$ cat src/rtl/rle_quant_encoder.sv
// Run-length / quantizing encoder for 8-coefficient DCT blocks.
// Accepts a block, quantizes all coefficients in one cycle, then scans them
// one per cycle and emits (run, level) tokens, terminated by one EOB token.
module rle_quant_encoder #(
    parameter int COEF_W  = 18,
    parameter int QSHIFT  = 4,
    parameter int LEVEL_W = 12,
    parameter int RUN_W   = 4
) (
    input  logic                      clk,
    input  logic                      reset,
    input  logic                      blk_valid,
    output logic                      blk_ready,
    input  logic [8*COEF_W-1:0]       coef_in,
    output logic                      out_valid,
    input  logic                      out_ready,
    output logic [RUN_W-1:0]          out_run,
    output logic signed [LEVEL_W-1:0] out_level,
    output logic                      out_eob,
    output logic                      busy
);

    localparam logic [1:0] IDLE = 2'd0;
    localparam logic [1:0] SCAN = 2'd1;
    localparam logic [1:0] EMIT = 2'd2;
    localparam logic [1:0] EOB  = 2'd3;

    // Wide enough to hold the biased coefficient and compare against level limits.
    localparam int XW = COEF_W + LEVEL_W + 1;
    localparam logic signed [XW-1:0] QBIAS = XW'((1 << QSHIFT) - 1);
    localparam logic signed [XW-1:0] LMAX  = XW'((1 << (LEVEL_W - 1)) - 1);
    localparam logic signed [XW-1:0] LMIN  = ~LMAX;

    logic [1:0]                state;
    logic [2:0]                idx;
    logic [RUN_W-1:0]          run;
    logic signed [LEVEL_W-1:0] levels [8];
    logic signed [LEVEL_W-1:0] cur;

    // Round toward zero (bias negatives before the arithmetic shift), then saturate.
    function automatic logic signed [LEVEL_W-1:0] quant(input logic signed [COEF_W-1:0] c);
        logic signed [XW-1:0] t;
        t = {{(XW-COEF_W){c[COEF_W-1]}}, c};
        if (c[COEF_W-1])
            t = t + QBIAS;
        t = t >>> QSHIFT;
        if (t > LMAX)
            t = LMAX;
        else if (t < LMIN)
            t = LMIN;
        return t[LEVEL_W-1:0];
    endfunction

    assign blk_ready = (state == IDLE);
    assign busy      = (state != IDLE);

    // Level under examination in SCAN.
    always_comb begin
        cur = levels[idx];
    end

    // Block capture, scan sequencing and registered token output.
    always_ff @(posedge clk or negedge reset) begin
        if (!reset) begin
            state     <= IDLE;
            idx       <= '0;
            run       <= '0;
            out_valid <= 1'b0;
            out_run   <= '0;
            out_level <= '0;
            out_eob   <= 1'b0;
            for (int unsigned k = 0; k < 8; k++)
                levels[k] <= '0;
        end else begin
            case (state)
                IDLE: begin
                    if (blk_valid) begin
                        for (int unsigned k = 0; k < 8; k++)
                            levels[k] <= quant(coef_in[k*COEF_W +: COEF_W]);
                        idx   <= '0;
                        run   <= '0;
                        state <= SCAN;
                    end
                end
                SCAN: begin
                    if (cur == '0) begin
                        if (idx != 3'd7) begin
                            run <= run + RUN_W'(1);
                            idx <= idx + 3'd1;
                        end else begin
                            out_valid <= 1'b1;
                            out_run   <= run + RUN_W'(1);
                            out_level <= '0;
                            out_eob   <= 1'b1;
                            state     <= EOB;
                        end
                    end else begin
                        out_valid <= 1'b1;
                        out_run   <= run;
                        out_level <= cur;
                        out_eob   <= 1'b0;
                        state     <= EMIT;
                    end
                end
                EMIT: begin
                    // out_valid is always high here, so out_ready alone marks the handshake.
                    if (out_ready) begin
                        run <= '0;
                        if (idx != 3'd7) begin
                            idx       <= idx + 3'd1;
                            out_valid <= 1'b0;
                            state     <= SCAN;
                        end else begin
                            out_run   <= '0;
                            out_level <= '0;
                            out_eob   <= 1'b1;
                            state     <= EOB;
                        end
                    end
                end
                default: begin
                    if (out_ready) begin
                        out_valid <= 1'b0;
                        out_run   <= '0;
                        out_level <= '0;
                        out_eob   <= 1'b0;
                        state     <= IDLE;
                    end
                end
            endcase
        end
    end

endmodule

$ cat config.mk
export PLATFORM = sky130hd
export DESIGN_NAME = rle_quant_encoder
export DESIGN_NICKNAME = d
export VERILOG_FILES = /design/src/rtl/rle_quant_encoder.sv
export SDC_FILE = /design/constraint.sdc
export NUM_CORES = 1
export LEC_CHECK = 0
export ABC_AREA = 1
export BUFFER_PORTS_ARGS = -buffer_cell sky130_fd_sc_hd__buf_2
export CAP_MARGIN = 20
export CELL_PAD_IN_SITES_DETAIL_PLACEMENT = 2
export CELL_PAD_IN_SITES_GLOBAL_PLACEMENT = 2
export CORE_MARGIN = 3
export CORE_UTILIZATION = 27
export DETAILED_ROUTE_END_ITERATION = 12
export HOLD_SLACK_MARGIN = 0.1
export PLACE_DENSITY_LB_ADDON = 0.05
export SETUP_SLACK_MARGIN = 0.3
export SLEW_MARGIN = 10
export SYNTH_ARGS = -nofsm -noshare
export SYNTH_HDL_FRONTEND = slang
export SYNTH_SLANG_ARGS = --single-unit
$ cat constraint.sdc
create_clock -name clk -period 2.2 [get_ports clk]
set_clock_uncertainty 0.05 [all_clocks]
set_input_delay 0.44 -clock clk [delete_from_list [all_inputs] [get_ports clk]]
set_output_delay 0.44 -clock clk [all_outputs]
set_load 0.005 [all_outputs]
==> impl_metrics.tcl, run 1 <==
set metrics [dict create \
    outcome "finished with violations" \
    violations "setup timing" \
    hold_viol 0 \
    clk_path_buf_depth 2 \
    crit_fanout 7 \
    synth_edf_count 0 \
    synth_cell_types 36 \
    ir_drop_v 0.000447 \
    numPlacedInstances 2156 \
    drc 0 \
    place_congestion 0.816 \
    synth_nets 1671 \
    dp_hpwl_um 27800 \
    period_minus_slack_ns 2.37 \
    postSynthCellCount 1515 \
    port_buffers 167 \
    ys_seq_elements 123 \
    ys_seq_area_frac 0.332 \
    clk_pin_slew_ns 0.06 \
    min_path_type "in -> reg" \
    initial_core_util 0.275 \
    multi_input_area_um2 5560 \
    synth_area_per_cell_um2 6.11 \
    syn_area_um2 9260 \
    diodes 0 \
    yosysWarnings 0 \
    totalWireLength_um 36000 \
    root_buffer "clkbuf_16" \
    rsz0062_at_grt "true" \
    async_reset_ff_frac 1.00 \
    cpPeakStageDelay_ns 0.43 \
    ant_nets 0 \
    setup_violations 27 \
    vias 10384 \
    drtIter0Drc 338 \
    first_pass_iters 4 \
    critPathSlowestCell "dfrtp_2" \
    wl_per_cell_um 16.3 \
    dieArea_um2 36600 \
    worstPathRequired_ns 2.44 \
    avgViaCountPerCell 4.70 \
    dp_slack_ns -0.167 \
    grt.total_usage 0.192 \
    cts-htree-levels 4 \
    startpoint_type "register" \
    insertion_delay_ns 0.42 \
    path_delay_family "simple AND/OR/NAND/NOR gates" \
    core_um2 33700 \
    grt_pass1_vias 10919 \
    grt.overflow.total 0 \
    fillers 4232 \
    worstMarginPinSlew_ns 0.491 \
    grt_max_degree 72 \
    ios 168 \
    syn_to_final_growth_pct 34.0 \
    crit_path_end_kind "register" \
    power-per-cell-area_nw_per_um2 1160 \
    worstPathArrival_ns 2.61 \
    dieHeight_um 191 \
    antenna_found_initial 0 \
    cts_sinks 123 \
    cap_viol_max_count 0 \
    die_x_um 191 \
    p_leak_nw 6.66 \
    crit_chain "buf_12, clkinv_8, buf_8, nand2_1, nand3_1, nand3_1, nand2_2, nand2_2, nor2_4, buf_4, nand3_4, nand2_4, buf_6, o21ai_0, o21bai_1" \
    slew_violations 0 \
    cts_tree "built" \
    fmax_mhz 423 \
    grt_pass1_wl_um 56800 \
    synth_ff_type "dfrtp_1" \
    critPathBufInv 5 \
    rows 67 \
    slew_headroom 0.673 \
    drive_above_1_share 0.237 \
    timing.final.ws_setup_ns -0.166 \
    finalCritPeriodShare 1.08 \
    final_nets 1903 \
    seq_area_um2 3080 \
    stdcell_count 2208 \
    cts_buffers 17 \
    critPathKind "reg -> reg" \
]
worst min-delay path, delay by kind of cell:
family,cells,cell delay (ns)
buf+inv,1,0.10
xor+xnor,1,0.06
simple gates,1,0.06
compound gates,1,0.05
cell type report:
class | instances | area share
Multi-Input combinational cell | 1144 | 0.448
Sequential cell | 123 | 0.248
Inverter | 191 | 0.0591
Tap cell | 448 | 0.0452
Timing Repair Buffer | 269 | 0.152
Timing Repair inverter | 1 | 0.000605
Clock buffer | 18 | 0.0346
Clock inverter | 14 | 0.0130
kinds of logic after synthesis:
logic type,after synthesis,synth area share
adder cells (fa/ha/maj),8,0.0108
flip-flops,123,0.332
AO/OA/AOI/OAI,132,0.0789
AND/OR/NAND/NOR,946,0.413
XOR/XNOR,58,0.0548
buffers and inverters,248,0.110
path summary, 6_finish.rpt:
check	startpoint	end	slack [ns]	depth (start not counted)
setup / recovery	idx[0]	out_level[10]	-0.17	15
hold / removal	coef_in[119]	levels[19]	0.29	4
setup reg to reg	idx[0]	out_level[10]	-0.17	15
hold reg to reg	out_run[2]	out_run[2]	0.42	2
max in group asynchronous	reset	levels[17]	1.21	3
min in group asynchronous	reset	out_level[6]	0.54	3
where the power goes:
part / leakage [nW] / internal [mW] / switching [mW]
sequential: 1.47 / 3.29 / 0.757
clock: 0.279 / 1.69 / 1.17
combinational: 4.92 / 2.98 / 4.56
total: 6.66 / 7.97 / 6.49
cells in the mapped netlist (8+ instances only):
master | instances | area share
dfrtp_1 | 123 | 0.33
o21ai_0 | 37 | 0.020
xnor2_1 | 21 | 0.020
nor3_1 | 15 | 0.0081
clkbuf_1 | 24 | 0.0097
inv_1 | 188 | 0.076
xor2_1 | 37 | 0.035
ha_1 | 8 | 0.011
nand4_1 | 16 | 0.011
nor2_2 | 8 | 0.0054
a31oi_1 | 16 | 0.011
a21oi_1 | 58 | 0.031
buf_2 | 21 | 0.011
nand2_1 | 602 | 0.24
nand3_1 | 122 | 0.066
nor2_1 | 171 | 0.069
state kept, by name, summed over array words and instances (netlist names):
register / flops
levels: 96
out_level: 12
out_run: 4
run: 4
idx: 3
state: 2
out_eob: 1
out_valid: 1
repair_timing:
| action | in CTS | in global routing |
|---|---|---|
| endpoints found under the setup margin | 52 | 101 |
| endpoints found under the hold margin | 123 | 0 |
| hold buffers | 1 | 0 |
| pin swaps | 5 | 16 |
| setup buffers | 3 | 10 |
| cloned | 1 | 5 |
| resized for setup | 30 | 108 |
metrics by stage:
stage	utilization	power, mW	hold slack (ns)	cell area (um2)	TNS (ns)
after floorplan	-	7.51	0.0944	9280	0
after global placement	0.330	10.2	0.413	11100	-0.837
after detailed placement	0.330	10.4	0.416	11100	-5.00
after CTS	0.351	13.6	0.278	11800	-0.426
after global routing	0.368	15.7	0.298	12400	-6.15
final	0.368	14.5	0.287	12400	-2.69
placed cells by master, fill, tap and decap left out, drive strengths merged:
master	synthesis	routed
nand3b	1	1
o21bai	6	6
nor3	16	16
nand4	16	16
a21oi	58	58
or2	4	4
nor2	179	179
buf	33	264
o21a	2	2
ha	8	8
clkbuf	24	22
nand2	603	603
dlygate4sd3	0	1
inv	191	194
a21boi	2	2
dfrtp	123	123
xnor2	21	21
clkinvlp	0	5
and3	1	1
xor2	37	37
o22ai	1	1
clkinv	0	5
o21ai	43	43
nor4	2	2
a211oi	1	1
o211ai	2	2
o31ai	1	1
nand3	124	124
bufinv	0	2
a31oi	16	16
layer usage:
metal / up-vias / share of wire / global-route usage
met2: 127 / 0.51 / 0.345
met5: - / 0 / 0
met1: 5091 / 0.45 / 0.246
met4: 0 / 0.016 / 0.0440
li1: 5139 / - / -
met3: 27 / 0.026 / 0.0231
Note: power is estimated with default switching activity, not from simulation.
==> run 2, diff against run 1 <==
REMOVE_ABC_BUFFERS = 1   (was unset)
==> impl_metrics.tcl, run 2 (same netlist as run 1, synthesis figures left out) <==
set metrics [dict create \
    timing.final.ws_setup_ns -0.142 \
    fmax_mhz 427 \
    grt.overflow.total 0 \
    min_path_type "in -> reg" \
    final_nets 1904 \
    dieHeight_um 191 \
    reg.largest.list "levels: 96 flops, out_level: 12 flops" \
    fin_util 0.368 \
    setup_violations 26 \
    fin_hold_ws_ns 0.289 \
    antenna_found_initial 0 \
    avgViaCountPerCell 4.67 \
    initial_core_util 0.275 \
    seq_area_um2 3080 \
    path_delay_family "simple AND/OR/NAND/NOR gates" \
    worstPathArrival_ns 2.59 \
    violations "setup timing" \
    grt_pass1_vias 10892 \
    reg2reg_depth 17 \
    crit_chain "buf_4, clkbuf_16, buf_6, nand2_1, nand2_1, nand3_2, nand2_1, nand2_1, nor2_4, inv_2, nor2_4, buf_6, nand2_2, nand3_2, nand2_2, nand2_2, nand2_2" \
    port_buffers 167 \
    fillers 4156 \
    grt_pass1_wl_um 55900 \
    p_leak_nw 6.67 \
    regMostFlops "levels" \
    cp-endpoint "out_level[11]" \
    first_pass_iters 4 \
    die_x_um 191 \
    startpoint_type "register" \
    finalPower_mw 14.4 \
    place_congestion 0.834 \
    critPathSlowestCell "dfrtp_2" \
    clk_path_buf_depth 2 \
    r2r_start "idx[0]" \
    slew_violations 0 \
    core_um2 33700 \
    cts_buffers 17 \
    insertion_delay_ns 0.43 \
    critPathKind "reg -> reg" \
    cts-htree-levels 4 \
    syn_to_final_growth_pct 34.0 \
    worstMarginPinSlew_ns 0.670 \
    slew_headroom 0.550 \
    drtIter0Drc 384 \
    cp-startpoint "idx[0]" \
    cpPeakStageDelay_ns 0.38 \
    ios 168 \
    rsz0062_at_grt "true" \
    clk_pin_slew_ns 0.06 \
    diodes 0 \
    final_common_cell "nand2_1" \
    power-per-cell-area_nw_per_um2 1160 \
    cap_viol_max_count 0 \
    cp.depth 17 \
    largest_reg_flops 96 \
    crit_fanout 9 \
    multi_input_area_um2 5630 \
    drc 0 \
    crit_path_end_kind "register" \
    dieArea_um2 36600 \
    finalCritPeriodShare 1.06 \
    vias 10313 \
    drive_above_1_share 0.241 \
    r2r_slack_ns -0.14 \
    final_cell_mix "nand2_1, inv_1, buf_2" \
    critPathBufInv 5 \
    cts_tree "built" \
    cts_sinks 123 \
    wl_per_cell_um 16.1 \
    ant_nets 0 \
    grt.total_usage 0.189 \
    period_minus_slack_ns 2.34 \
    hold_viol 0 \
    worstPathRequired_ns 2.45 \
    outcome "finished with violations" \
    ir_drop_v 0.000468 \
    dp_hpwl_um 27400 \
    rows 67 \
    worst_r2r_endpoint "out_level[11]" \
    root_buffer "clkbuf_16" \
    totalWireLength_um 35500 \
    grt_max_degree 61 \
]
==> run 2: through the flow <==
stage          instance area (um2)  instances  setup WS, ns  TNS, ns
6_report                     12400       2208        -0.142    -2.55
5_1_grt                      12400       2208        -0.279    -6.00
4_1_cts                      11800       2189       -0.0717   -0.892
3_5_place_dp                 11100       2156        -0.338    -9.77
3_3_place_gp                 11100       2156        -0.164    -4.63
2_1_floorplan                 8960       1458         -1.15   -92.01
==> run 2: worst min path at each step <==
| stage | slack (ns) | end | from | cells past startpoint |
|---|---|---|---|---|
| 2_1_floorplan | 0.09 | idx[0] | reset | 0 |
| 3_3_place_gp | 0.40 | levels[25] | reset | 1 |
| 3_5_place_dp | 0.40 | levels[25] | reset | 1 |
| 4_1_cts | 0.27 | levels[20] | coef_in[120] | 4 |
| 5_1_grt | 0.31 | levels[20] | coef_in[120] | 4 |
| 6_report | 0.29 | levels[20] | coef_in[120] | 4 |
==> run 2: report_power, final <==
| group | total (mW) | switching, mW | internal (mW) |
|---|---|---|---|
| clock network | 2.83 | 1.13 | 1.70 |
| logic | 7.47 | 4.51 | 2.96 |
| registers | 4.08 | 0.790 | 3.29 |
| total | 14.4 | 6.44 | 7.95 |
==> run 2: routing by layer <==
layer  global-route usage  share of wire
met1                0.249           0.46
met2                0.333           0.50
met3               0.0207          0.025
met4               0.0409          0.017
met5                    0              0
==> run 2: timing repair <==
action | 4_1_cts | 5_1_grt
hold buffers | 1 | 0
setup endpoints to repair | 40 | 117
gates cloned | 0 | 4
setup buffers | 1 | 15
pin swaps | 5 | 42
gates resized for setup | 30 | 117
endpoints found under the hold margin | 33 | 0
==> run 2: area by class of cell <==
| class | instances | share of cell area |
|---|---|---|
| Multi-Input combinational cell | 1145 | 0.453 |
| Timing Repair Buffer | 270 | 0.148 |
| Clock buffer | 18 | 0.0354 |
| Inverter | 191 | 0.0590 |
| Tap cell | 448 | 0.0452 |
| Sequential cell | 123 | 0.248 |
| Clock inverter | 13 | 0.0115 |
==> run 2: tightest hold or removal path, stage by stage <==
cell,delay [ns]
buf_2,0.11
xor2_1,0.06
nand2_1,0.06
a21oi_1,0.05
